<file path="src/rtl/clock_pkg.sv">
`default_nettype none
// ---------------------------------------------------------------------------
// Module : clock_pkg
// Brief  : Shared ASCII constants, state encoding and time type for clock logic
// Rev    : 1.0
// ---------------------------------------------------------------------------
package clock_pkg;

  localparam logic [7:0] ASCII_0     = 8'h30;
  localparam logic [7:0] ASCII_COLON = 8'h3A;
  localparam logic [7:0] ASCII_QMARK = 8'h3F;
  localparam logic [7:0] ASCII_CR    = 8'h0D;
  localparam logic [7:0] ASCII_LF    = 8'h0A;

  localparam logic [0:0] IDLE = 1'b0;
  localparam logic [0:0] SEND = 1'b1;

  typedef struct packed {
    logic [7:0] hours;
    logic [7:0] mins;
    logic [7:0] secs;
  } bcd_time_t;

endpackage
`default_nettype wire

</file>
<file path="src/rtl/time_msg_tx_if.sv">
`default_nettype none
// ---------------------------------------------------------------------------
// Module : time_msg_tx_if
// Brief  : Request/time inputs plus UART write/busy handshake for time_msg_tx
// Rev    : 1.0
// ---------------------------------------------------------------------------
interface time_msg_tx_if;
  logic       i_stb;
  logic [7:0] i_hours;
  logic [7:0] i_mins;
  logic [7:0] i_secs;
  logic       o_wr;
  logic [7:0] o_data;
  logic       i_tx_busy;
  logic       o_busy;
  logic       o_dropped;

  modport master (
    input  i_stb, i_hours, i_mins, i_secs, i_tx_busy,
    output o_wr, o_data, o_busy, o_dropped
  );

  modport slave (
    output i_stb, i_hours, i_mins, i_secs, i_tx_busy,
    input  o_wr, o_data, o_busy, o_dropped
  );
endinterface
`default_nettype wire

</file>
<file path="src/rtl/time_msg_tx_bcd_digit_ascii.sv">
`default_nettype none
// ---------------------------------------------------------------------------
// Module : bcd_digit_ascii
// Brief  : BCD nibble to ASCII digit; non-decimal nibbles map to '?'
// Rev    : 1.0
// ---------------------------------------------------------------------------
module bcd_digit_ascii
  import clock_pkg::*;
(
  input  wire logic [3:0] i_nibble,
  output logic      [7:0] o_ascii
);

  assign o_ascii = (i_nibble <= 4'd9) ? (ASCII_0 + {4'h0, i_nibble}) : ASCII_QMARK;

endmodule
`default_nettype wire

</file>
<file path="src/rtl/time_msg_tx.sv">
`default_nettype none
// ---------------------------------------------------------------------------
// Module : time_msg_tx
// Brief  : Streams a snapshotted BCD time as "HH:MM:SS"[CR LF] to a UART tx
// Rev    : 1.0
// ---------------------------------------------------------------------------
module time_msg_tx
  import clock_pkg::*;
#(
  parameter int SEND_CRLF = 1
) (
  input  wire logic     i_clk,
  input  wire logic     i_reset,
  time_msg_tx_if.master bus
);

  localparam logic [3:0] c_len_m1 = 4'(8 + 2 * SEND_CRLF - 1);

  logic [0:0] r_state;
  logic [3:0] r_index;
  bcd_time_t  r_time;
  logic       r_wr;
  logic [7:0] r_data;
  logic       r_busy;
  logic       r_dropped;

  logic       w_accept;
  logic [3:0] w_next_idx;
  logic [3:0] w_nibble;
  logic       w_is_digit;
  logic [7:0] w_literal;
  logic [7:0] w_next_digit;
  logic [7:0] w_next_byte;
  logic [7:0] w_start_byte;

  assign w_accept   = r_wr & ~bus.i_tx_busy;
  assign w_next_idx = r_index + 4'd1;

  // Byte 0 comes straight from the live inputs, since it is loaded on the snapshot edge
  bcd_digit_ascii u_start_digit (
    .i_nibble (bus.i_hours[7:4]),
    .o_ascii  (w_start_byte)
  );

  bcd_digit_ascii u_next_digit (
    .i_nibble (w_nibble),
    .o_ascii  (w_next_digit)
  );

  always_comb begin
    w_nibble   = r_time.hours[7:4];
    w_is_digit = 1'b1;
    w_literal  = ASCII_COLON;
    case (w_next_idx)
      4'd1:    w_nibble = r_time.hours[3:0];
      4'd2:    w_is_digit = 1'b0;
      4'd3:    w_nibble = r_time.mins[7:4];
      4'd4:    w_nibble = r_time.mins[3:0];
      4'd5:    w_is_digit = 1'b0;
      4'd6:    w_nibble = r_time.secs[7:4];
      4'd7:    w_nibble = r_time.secs[3:0];
      4'd8:    begin w_is_digit = 1'b0; w_literal = ASCII_CR; end
      4'd9:    begin w_is_digit = 1'b0; w_literal = ASCII_LF; end
      default: w_nibble = r_time.hours[7:4];
    endcase
  end

  assign w_next_byte = w_is_digit ? w_next_digit : w_literal;

  always_ff @(posedge i_clk or posedge i_reset) begin
    if (i_reset) begin
      r_state   <= IDLE;
      r_index   <= 4'd0;
      r_time    <= '0;
      r_wr      <= 1'b0;
      r_data    <= 8'h00;
      r_busy    <= 1'b0;
      r_dropped <= 1'b0;
    end else begin
      // Busy is still high on the final accept edge, so a request there is dropped too
      r_dropped <= bus.i_stb & r_busy;
      case (r_state)
        IDLE: begin
          if (bus.i_stb) begin
            r_time  <= '{hours: bus.i_hours, mins: bus.i_mins, secs: bus.i_secs};
            r_index <= 4'd0;
            r_busy  <= 1'b1;
            r_wr    <= 1'b1;
            r_data  <= w_start_byte;
            r_state <= SEND;
          end
        end
        SEND: begin
          if (w_accept) begin
            if (r_index == c_len_m1) begin
              r_wr    <= 1'b0;
              r_busy  <= 1'b0;
              r_state <= IDLE;
            end else begin
              r_index <= w_next_idx;
              r_data  <= w_next_byte;
            end
          end
        end
        default: r_state <= IDLE;
      endcase
    end
  end

  assign bus.o_wr      = r_wr;
  assign bus.o_data    = r_data;
  assign bus.o_busy    = r_busy;
  assign bus.o_dropped = r_dropped;

endmodule
`default_nettype wire

</file>
<file path="src/flat_wrapper.sv">
// flat-port wrapper written by rule: the top's interface ports become plain ports
module time_msg_tx_flat import clock_pkg::*;
#(
  parameter int SEND_CRLF = 1
)
  (i_clk, i_reset, bus_i_stb, bus_i_hours, bus_i_mins, bus_i_secs, bus_i_tx_busy, bus_o_wr, bus_o_data, bus_o_busy, bus_o_dropped);
  time_msg_tx_if bus_i ();
  input  wire logic i_clk;
  input  wire logic i_reset;
  input wire logic [$bits(bus_i.i_stb)-1:0] bus_i_stb;
  input wire logic [$bits(bus_i.i_hours)-1:0] bus_i_hours;
  input wire logic [$bits(bus_i.i_mins)-1:0] bus_i_mins;
  input wire logic [$bits(bus_i.i_secs)-1:0] bus_i_secs;
  input wire logic [$bits(bus_i.i_tx_busy)-1:0] bus_i_tx_busy;
  output wire logic [$bits(bus_i.o_wr)-1:0] bus_o_wr;
  output wire logic [$bits(bus_i.o_data)-1:0] bus_o_data;
  output wire logic [$bits(bus_i.o_busy)-1:0] bus_o_busy;
  output wire logic [$bits(bus_i.o_dropped)-1:0] bus_o_dropped;
  assign bus_i.i_stb = bus_i_stb;
  assign bus_i.i_hours = bus_i_hours;
  assign bus_i.i_mins = bus_i_mins;
  assign bus_i.i_secs = bus_i_secs;
  assign bus_i.i_tx_busy = bus_i_tx_busy;
  assign bus_o_wr = bus_i.o_wr;
  assign bus_o_data = bus_i.o_data;
  assign bus_o_busy = bus_i.o_busy;
  assign bus_o_dropped = bus_i.o_dropped;
  time_msg_tx #(.SEND_CRLF(SEND_CRLF)) u_core (.i_clk(i_clk), .i_reset(i_reset), .bus(bus_i));
endmodule
</file>
<file path="config.mk">
export PLATFORM = sky130hd
export DESIGN_NAME = time_msg_tx_flat
export DESIGN_NICKNAME = d
export VERILOG_FILES = /design/src/rtl/clock_pkg.sv /design/src/rtl/time_msg_tx_if.sv /design/src/rtl/time_msg_tx_bcd_digit_ascii.sv /design/src/rtl/time_msg_tx.sv /design/src/flat_wrapper.sv
export SDC_FILE = /design/constraint.sdc
export NUM_CORES = 1
export LEC_CHECK = 0
export BUFFER_PORTS_ARGS = -buffer_cell sky130_fd_sc_hd__buf_4
export CORE_MARGIN = 8
export CORE_UTILIZATION = 50
export DETAILED_ROUTE_END_ITERATION = 10
export GPL_TIMING_DRIVEN = 0
export PLACE_DENSITY = 0.78
export SYNTH_ARGS = -nofsm -noshare
export SYNTH_HDL_FRONTEND = slang
export SYNTH_SLANG_ARGS = --single-unit
</file>
<file path="constraint.sdc">
create_clock -name i_clk -period 3 [get_ports i_clk]
set_input_delay 0.15 -clock i_clk [delete_from_list [all_inputs] [get_ports i_clk]]
set_output_delay 0.15 -clock i_clk [all_outputs]
set_load 0.02 [all_outputs]
</file>
# Word-level counts from Yosys, hierarchy flattened

Index checks and enable logic that the tools add are counted.
Widths: inputs -> output; s select.

Register bits after elaboration: 39
Bits of input ports: 28
Output and inout port bits: 11

Add/subtract/negate cells: 3
Magnitude comparators: 2
Equality and inequality tests: 14
Multiplexer cells: 21
Bitwise logic cells: 4
Reductions and logical operators: 4

Operators by type and width:

| operator            | count |
|---|---|
| $mux 8              | 3 |
| $mux 7              | 3 |
| $pmux 4 s5          | 1 |
| $eq 4x3->1 const B  | 4 |
| $pmux 8 s2          | 1 |
| $add 6x4->7 const A | 2 |
| $eq 4x4->1 const B  | 3 |
| $mux 4              | 3 |
| $pmux 6 s2          | 1 |
| $eq 4x2->1 const B  | 2 |
| $le 4x4->1 const B  | 2 |
| $ne 2x2->1 const B  | 4 |
| $pmux 4 s2          | 1 |
| $mux 1              | 6 |
| $reduce_and 3->1    | 2 |
| $add 4x1->4 const B | 1 |
| $eq 4x1->1 const B  | 1 |
| $pmux 1 s2          | 2 |
| $reduce_or 4->1     | 1 |
| $and 1x1->1         | 2 |
| $not 1->1           | 2 |
| $reduce_and 2->1    | 1 |

# Longest topological paths before layout

Gate-level depths: netlist (run 1).

Depth after elaboration: 9
Gate-level depth with buffers: 11

# Modules after synthesis

Synthesis (run 1) repeated with hierarchy kept, for this count alone.

Cell total of the unflattened synthesis: 254
Area total of the unflattened synthesis: 2174.6 sq um

Modules (own cells, without submodules):

| module          | times used | cells each | area each (sq um) | sequential area each (sq um) |
|---|---|---|---|---|
| time_msg_tx     | 1          | 232        | 2039.5            | 975.9 |
| bcd_digit_ascii | 2          | 11         | 67.6              | 0.0 |

# Worst setup path before layout (run 1)

OpenSTA, ideal clock, no wires.

Kind: flip-flop to flip-flop
Start: register u_core.r_index[1]
End: register u_core.r_data[1] (netlist: u_core.bus.o_data[1])
Library setup time: 0.127 ns
Data arrival time: 2.090 ns
Required time: 2.873 ns
Setup slack: 0.783 ns
Stages on the path, launching flop included: 10
Path through: dfrtp_1 -> ha_1 -> buf_6 -> and3b_1 -> a31oi_4 -> or2_1 -> a211o_1 -> o21a_2 -> a211oi_2 -> a21oi_1

Longest elaborated chain between the ends: 9

RTL lines:

| what                                             | RTL line                          | text |
|---|---|---|
| start: declaration                               | time_msg_tx.sv:20                 | `logic [3:0] r_index;` |
| start signal: assignment                         | time_msg_tx.sv:100                | `r_index <= w_next_idx;` |
| $add 4x1->4                                      | time_msg_tx.sv:37                 | `assign w_next_idx = r_index + 4'd1;` |
| $eq 4x3->1 (tied with other cells)               | time_msg_tx.sv:54                 | `case (w_next_idx)` |
| $pmux 4 s5                                       | time_msg_tx.sv:54                 |  |
| $add 6x4->7 / $le 4x4->1 (equally long branches) | time_msg_tx_bcd_digit_ascii.sv:14 | `assign o_ascii = (i_nibble <= 4'd9) ? (ASCII_0 + {4'h0, i_nibble}) : ASCII_QMARK;` |
| $mux 7                                           | time_msg_tx_bcd_digit_ascii.sv:14 |  |
| $mux 7                                           | time_msg_tx.sv:68                 | `assign w_next_byte = w_is_digit ? w_next_digit : w_literal;` |
| $mux 8                                           | time_msg_tx.sv:95                 | `if (r_index == c_len_m1) begin` |
| $mux 8                                           | time_msg_tx.sv:94                 | `if (w_accept) begin` |
| $pmux 8 s2                                       | time_msg_tx.sv:82                 | `case (r_state)` |
| end signal: assignment                           | time_msg_tx.sv:89                 | `r_data <= w_start_byte;` |
| end signal: assignment                           | time_msg_tx.sv:101                | `r_data <= w_next_byte;` |
| end: declaration                                 | time_msg_tx.sv:23                 | `logic [7:0] r_data;` |

Parallel ways exist; a longest one is shown, timed or not. The select of a mux whose other input is x is not followed.
A chain may end at the register's enable or synchronous reset.

# Worst setup path in the final report (run 1)

Start: register u_core.r_index[0]
End: register u_core.r_data[0] (netlist: u_core.bus.o_data[0])

Same word-level chain as after synthesis.

==> qor.csv, run 1 <==
metric;value;unit
outcome;finished, violations left;
violations;hold timing;
ys.flop_type;dfrtp_1;
ff2ff_path_depth;11;
postPlaceCellArea;0.00257;mm2
pre_cts_ws;490;ps
initial_utilization;51.6;%
clock-sinks;36;
core_area;0.00432;mm2
wire_per_inst;15.2;um
clock_skew;6.72;ps
finalSetupViolCount;0;
drt_wl_total;5.36;mm
initialDrtViolationCount;93;
gr-total-overflow;0;
ys_seq_area_share;40.3;%
drv_slew;0;
cts_max_level;2;
avgViaCountPerCell;5.60;
design_area;0.00268;mm2
ir_worst_vdd;0.559;mV
die_w;82.8;um
placed_cells;345;
cts_tree;built;
regToRegSetupSlack;430;ps
timing.slew.headroom;51.0;%
pin_count;39;
critPathLaunch;u_core.r_index[0]$_DFFE_PP0P_;
fill_cells;392;
post_cts_buffers;0;
grt_usage;15.7;%
ys_types;55;
cp-endpoint;u_core.bus.o_data[0]$_DFFE_PP0P_;
dp_hpwl;4.02;mm
drive_gt1_share;22.9;%
ys_ff_latch;36;
cts-buffers-inserted;5;
clkLatencyLatePin;280;ps
port_buffers;36;
hold_buffers;0;
synthCells;256;
drc;0;
start_kind;flip-flop;
min_period;2570;ps
cts_buffer_depth;2;
syn_avg_cell_area;8.72;um2
rsz0062_at_grt;false;
p_per_area;1040;mW/mm2
dieHeight;82.8;um
antenna_cells;0;
async_flop_share;100;%
min_path_type;in2async;
rows;24;
tns;0;ps
grt_pass1_vias;1969;
worst_slack;432;ps
drtAntennaViolNets;0;
syn_to_final_growth;20.0;%
fmax;0.389;GHz
period_share;85.6;%
required;3160;ps
critPathCaptureType;flip-flop;
cp.arrival;2730;ps
vias;1977;
finalWeightedCongestion;0.925;
synth_area;0.00223;mm2
hold_ws;-14.6;ps
rr_endpoint;u_core.bus.o_data[0]$_DFFE_PP0P_;
criticalPathCategory;reg2reg;
synth_edf_count;0;
dr.pass1.iters;4;
stdcell_count;353;
antenna_found_initial;0;
cellLeakagePower;1.27;nW
reg2reg_from;u_core.r_index[0]$_DFFE_PP0P_;
hold_violations;15;
fp.dieArea;0.00686;mm2
grt_pass1_wl;9.14;mm
tightest_slew;735;ps
cts.reportedPaths.clkPinSlew;80;ps
cts_resized;0;
path_max_fanout;9;
grt_max_degree;37;
ys_warn_count;0;
max-cap-violations;0;
finalNetCount;334;
ctsRootBufferMaster;clkbuf_8;
-- routing by layer --
metal	up-vias	part of all wire [%]	global-route usage (%)
met3	4	5.9	3.91
met5	-	0	0
met4	0	0.90	5.11
li1	975	-	-
met1	945	46	20.0
met2	53	48	25.1
-- worst min path at each step --
stage | start | end | slack, ps | cells past startpoint
global route | bus_i_mins[1] | u_core.r_time[9]$_DFFE_PP0P_ | 40 | 3
finish | i_reset | u_core.bus.o_data[4]$_DFFE_PP0P_ | -10 | 2
floorplan | bus_i_secs[0] | u_core.r_time[0]$_DFFE_PP0P_ | 260 | 2
global placement | bus_i_mins[6] | u_core.r_time[14]$_DFFE_PP0P_ | 340 | 3
CTS | bus_i_mins[1] | u_core.r_time[9]$_DFFE_PP0P_ | 50 | 3
detailed placement | bus_i_hours[1] | u_core.r_time[17]$_DFFE_PP0P_ | 340 | 3
-- report_power, final --
group | switching [W] | internal (W) | leakage [nW]
combinational | 0.000820 | 0.000651 | 0.769
clock | 0.000170 | 0.000247 | 0.0552
sequential | 0.000199 | 0.000713 | 0.442
total | 0.00119 | 0.00161 | 1.27
-- stage by stage --
stage | utilization [%] | hold WS (ps) | power, W
2_1_floorplan | - | 255 | 0.00198
3_5_place_dp | 59.5 | 342 | 0.00238
5_1_grt | 62.0 | 44.6 | 0.00302
4_1_cts | 62.0 | 48.9 | 0.00280
3_3_place_gp | 59.5 | 339 | 0.00234
6_report | 62.0 | -14.6 | 0.00280
-- state kept, by name, indices dropped and copies added (netlist names) --
register	cells
u_core.bus.o_wr	1
u_core.r_index	4
u_core.r_state	1
u_core.r_time	24
u_core.bus.o_dropped	1
u_core.bus.o_data	5
-- synthesized netlist by cell type (3+ instances only) --
cell type / n / area share (%)
a22o_1: 3 / 1.2
nand3_1: 3 / 0.67
buf_2: 4 / 0.90
ha_1: 6 / 3.4
dfrtp_1: 36 / 40
o21ai_0: 13 / 2.9
nand2_1: 84 / 14
or2_1: 3 / 0.84
nor2_1: 7 / 1.2
clkbuf_1: 6 / 1.0
a211o_1: 3 / 1.2
a21oi_1: 12 / 2.7
buf_4: 5 / 1.7
o211ai_1: 4 / 1.3
nor3b_1: 5 / 1.7
a22oi_1: 6 / 2.0
inv_1: 4 / 0.67
mux2i_1: 5 / 2.2
a221o_1: 3 / 1.3
o31ai_1: 4 / 1.3
-- cell type report --
class / instances / area (um2) / share of cell area (%)
Timing Repair Buffer: 36 / 270 / 10.1
Clock inverter: 2 / 35.0 / 1.31
Multi-Input combinational cell: 199 / 1220 / 45.6
Tap cell: 52 / 65.1 / 2.43
Sequential cell: 36 / 901 / 33.6
Clock buffer: 6 / 72.6 / 2.71
Inverter: 4 / 15.0 / 0.560
Buffer: 18 / 98.8 / 3.69
-- logic make-up after synthesis --
kind of cell / after synthesis / share of synthesized area, %
compound gates: 65 / 21.8
xor+xnor: 2 / 1.62
fa+ha+maj: 6 / 3.36
buf+inv: 22 / 5.10
flops: 36 / 40.3
mux: 7 / 3.42
other cells: 1 / 0.168
simple gates: 117 / 24.2
-- cell usage in the layout (no fill, tap or decap), drive strengths merged, types with 6 or more instances in the layout --
cell type  Yosys  final
a21oi         12     12
a22oi          6      6
buf           12     48
clkbuf         6     12
dfrtp         36     36
ha             6      6
nand2         84     84
nor2           8      8
nor3b          6      6
o21ai         14     14
-- critical path, cell delays in order (launching register included) --
cell	delay, ps
dfrtp_1	440
buf_2	230
inv_1	80
ha_1	190
buf_1	220
nand2_1	120
nor2_1	90
a221oi_1	320
o31a_1	200
o311ai_0	160
a221oi_1	310
a21oi_1	100
Power figures use the tool's default switching activity.
==> run 2, diff against run 1 <==
ABC_AREA = 1   (was not set)
PLACE_DENSITY = 0.79   (was 0.78)
TNS_END_PERCENT = 30   (was not set)
==> run 2 against run 1 <==
- the flow still finishes with violations (hold timing)
- clock skew shrank 3.4 ps
- largest power group unchanged
- register-to-register slack gained 120 ps
- routed wire length decreased by 19%
- sequential share of layout area grew 3.5 points
==> qor.csv, run 2 <==
metric;value;unit;change
min_path_type;in2async;;unchanged
start_kind;flip-flop;;unchanged
wire_per_inst;13.4;um;was 15.2 um
vias;1632;;was 1977
hold_violations;36;;was 15
finalWeightedCongestion;0.826;;was 0.925
fmax;0.409;GHz;was 0.389 GHz
ctsRootBufferMaster;clkbuf_8;;unchanged
ys_warn_count;0;;unchanged
reg2reg_from;u_core.r_index[0]$_DFFE_PP0P_;;unchanged
clock-sinks;36;;unchanged
cts_tree;built;;unchanged
cp.arrival;2620;ps;was 2730 ps
cp_cell_sequence;ha_1 > xnor2_1 > o211ai_2 > nand3_2 > nand3_1 > nand2_2 > nand2_1 > nand2_2 > nand2_1 > a21oi_1 > nor2_1;;was buf_2 > inv_1 > ha_1 > buf_1 > nand2_1 > nor2_1 > a221oi_1 > o31a_1 > o311ai_0 > a221oi_1 > a21oi_1
core_area;0.00391;mm2;was 0.00432 mm2
clock_skew;3.28;ps;was 6.72 ps
rsz0062_at_grt;false;;unchanged
ir_worst_vdd;0.454;mV;was 0.559 mV
path_delay_family;XOR/XNOR gates;;was compound AO/OA/AOI/OAI gates
avgViaCountPerCell;5.05;;was 5.60
hold_buffers;0;;unchanged
netlist.area_leader.share;45.4;%;was 40.3%
synthCells;228;;was 256
layout_commonest_cell;buf_4;;was nand2_1
pwr-share-clk;16.0;%;was 14.9%
regMostFlops;u_core.r_time;;unchanged
violations;hold timing;;unchanged
largest_reg_flops;24;;unchanged
total_power;0.00261;W;was 0.00280 W
cp-endpoint;u_core.bus.o_data[1]$_DFFE_PP0P_;;was u_core.bus.o_data[0]$_DFFE_PP0P_
synth_most_common_cell;nand2_1;;unchanged
fill_cells;365;;was 392
synthTopCellsByCount;nand2_1, dfrtp_1, inv_1;;was nand2_1, dfrtp_1, o21ai_0
tightest_slew;766;ps;was 735 ps
synth_area;0.00198;mm2;was 0.00223 mm2
antenna_cells;0;;unchanged
power_frac_comb;51.1;%;was 52.5%
finalNetCount;306;;was 334
pin_count;39;;unchanged
critPathBufInv;0;;was 3
syn_to_final_growth;22.4;%;was 20.0%
antenna_found_initial;0;;unchanged
regToRegSetupSlack;550;ps;was 430 ps
dieHeight;79.0;um;was 82.8 um
ys.flop_type;dfrtp_1;;unchanged
outcome;finished, violations left;;unchanged
hold_ws;-13.5;ps;was -14.6 ps
drt_wl_total;4.34;mm;was 5.36 mm
drv_slew;0;;unchanged
grt_pass1_wl;7.60;mm;was 9.14 mm
p_per_area;1070;mW/mm2;was 1040 mW/mm2
crit_cells;11;;unchanged
clkLatencyLatePin;290;ps;was 280 ps
async_flop_share;100;%;unchanged
ys_types;32;;was 55
finalSetupViolCount;0;;unchanged
required;3180;ps;was 3160 ps
critPathLaunch;u_core.r_index[0]$_DFFE_PP0P_;;unchanged
period_share;81.5;%;was 85.6%
max-cap-violations;0;;unchanged
criticalPathCategory;reg2reg;;unchanged
min_period;2450;ps;was 2570 ps
initialDrtViolationCount;100;;was 93
cpPeakStageDelay;630;ps;was 440 ps
timing.slew.headroom;48.6;%;was 51.0%
cts-buffers-inserted;5;;unchanged
post_cts_buffers;0;;unchanged
fp.dieArea;0.00624;mm2;was 0.00686 mm2
initial_utilization;50.7;%;was 51.6%
cts_max_level;2;;unchanged
drive_gt1_share;30.0;%;was 22.9%
rr_endpoint;u_core.bus.o_data[1]$_DFFE_PP0P_;;was u_core.bus.o_data[0]$_DFFE_PP0P_
synthTopCellsByArea;dfrtp_1, mux2_2, nand2_1, inv_1, ha_1;;was dfrtp_1, nand2_1, ha_1, o21ai_0, a21oi_1
ff2ff_path_depth;11;;unchanged
drc;0;;unchanged
syn_avg_cell_area;8.70;um2;was 8.72 um2
grt_pass1_vias;1728;;was 1969
power_switching;0.00111;W;was 0.00119 W
grt_max_degree;37;;unchanged
drtAntennaViolNets;0;;unchanged
cellLeakagePower;1.26;nW;was 1.27 nW
ys_ff_latch;36;;unchanged
gr-total-overflow;0;;unchanged
grt_usage;14.9;%;was 15.7%
yosysTopAreaCell;dfrtp_1;;unchanged
cts_resized;0;;unchanged
dp_hpwl;3.30;mm;was 4.02 mm
port_buffers;36;;unchanged
path_max_fanout;9;;unchanged
pwr-share-seq;32.8;%;was 32.6%
mostFrequentLayoutCells;buf_4, nand2_1, dfrtp_1, inv_1, nor2_1;;was nand2_1, buf_4, dfrtp_1, o21ai_0, a21oi_1
critPathCaptureType;flip-flop;;unchanged
cts_buffer_depth;2;;unchanged
die_w;79.0;um;was 82.8 um
tns;0;ps;unchanged
ys_seq_area_share;45.4;%;was 40.3%
sw_frac_of_total;42.6;%;was 42.5%
rows;23;;was 24
cellInternalPower;0.00150;W;was 0.00161 W
dr.pass1.iters;4;;unchanged
cts.reportedPaths.clkPinSlew;70;ps;was 80 ps
fin_util;62.0;%;about the same
synth_edf_count;0;;unchanged
slowest_stage;xnor2_1;;was dfrtp_1
[run 2: worst register-to-register path: cells and delay by family (launching register included)]
| family | cells | cell delay, ps |
|---|---|---|
| AO/OA/AOI/OAI | 2 | 370 |
| XOR/XNOR | 1 | 630 |
| adder cells (fa/ha/maj) | 1 | 290 |
| flip-flops | 1 | 470 |
| AND/OR/NAND/NOR | 7 | 590 |
[run 2: worst min-delay path by stage]
stage | startpoint | to | slack (ps) | cells after the start
after floorplan | bus_i_stb | u_core.bus.o_dropped$_DFF_PP0_ | 250 | 2
after global placement | bus_i_stb | u_core.bus.o_dropped$_DFF_PP0_ | 370 | 3
after detailed placement | bus_i_stb | u_core.bus.o_dropped$_DFF_PP0_ | 370 | 3
after CTS | bus_i_stb | u_core.bus.o_dropped$_DFF_PP0_ | 70 | 3
after global routing | i_reset | u_core.r_time[5]$_DFFE_PP0P_ | 60 | 2
final | i_reset | u_core.r_time[16]$_DFFE_PP0P_ | -10 | 2
[run 2: cells by family after synthesis]
| group | Yosys count | share of synthesized area [%] |
|---|---|---|
| AO/OA/AOI/OAI | 29 | 9.02 |
| XOR/XNOR | 2 | 1.26 |
| adder cells (fa/ha/maj) | 6 | 3.79 |
| buffers and inverters | 45 | 9.46 |
| flip-flops | 36 | 45.4 |
| multiplexers | 15 | 8.52 |
| other | 1 | 0.189 |
| AND/OR/NAND/NOR | 94 | 22.3 |
[run 2: power by group through the flow]
stage          sequential [W]  combinational (W)  clock (W)
2_1_floorplan        0.000870           0.000975          0
5_1_grt              0.000889            0.00150   0.000449
4_1_cts              0.000855            0.00133   0.000424
6_report             0.000856            0.00133   0.000418
3_5_place_dp         0.000863            0.00132          0
3_3_place_gp         0.000851            0.00129          0
[run 2: cell type report]
cell class | count | area [um2] | share of cell area, %
Multi-Input combinational cell | 148 | 898 | 37.0
Inverter | 34 | 128 | 5.26
Clock buffer | 6 | 72.6 | 2.99
Buffer | 11 | 60.1 | 2.47
Clock inverter | 2 | 35.0 | 1.44
Timing Repair Buffer | 36 | 270 | 11.1
Tap cell | 50 | 62.6 | 2.58
Sequential cell | 36 | 901 | 37.1
[run 2: routing by layer]
metal  vias to the layer above  share of wire [%]  wire, um  track usage, %
met1                       759                 45      1940            17.5
met3                         7                5.6       241            4.74
met4                         0                1.1        49            4.07
li1                        827                  -         -               -
met2                        39                 49      2110            25.5
met5                         -                  0         0               0
[run 2: metrics by stage]
stage	cell area, um2	worst slack [ps]	std cells
final	2430	555	323
after global routing	2430	275	323
after CTS	2430	569	323
after detailed placement	2320	619	315
after global placement	2320	686	315
after floorplan	1990	942	229
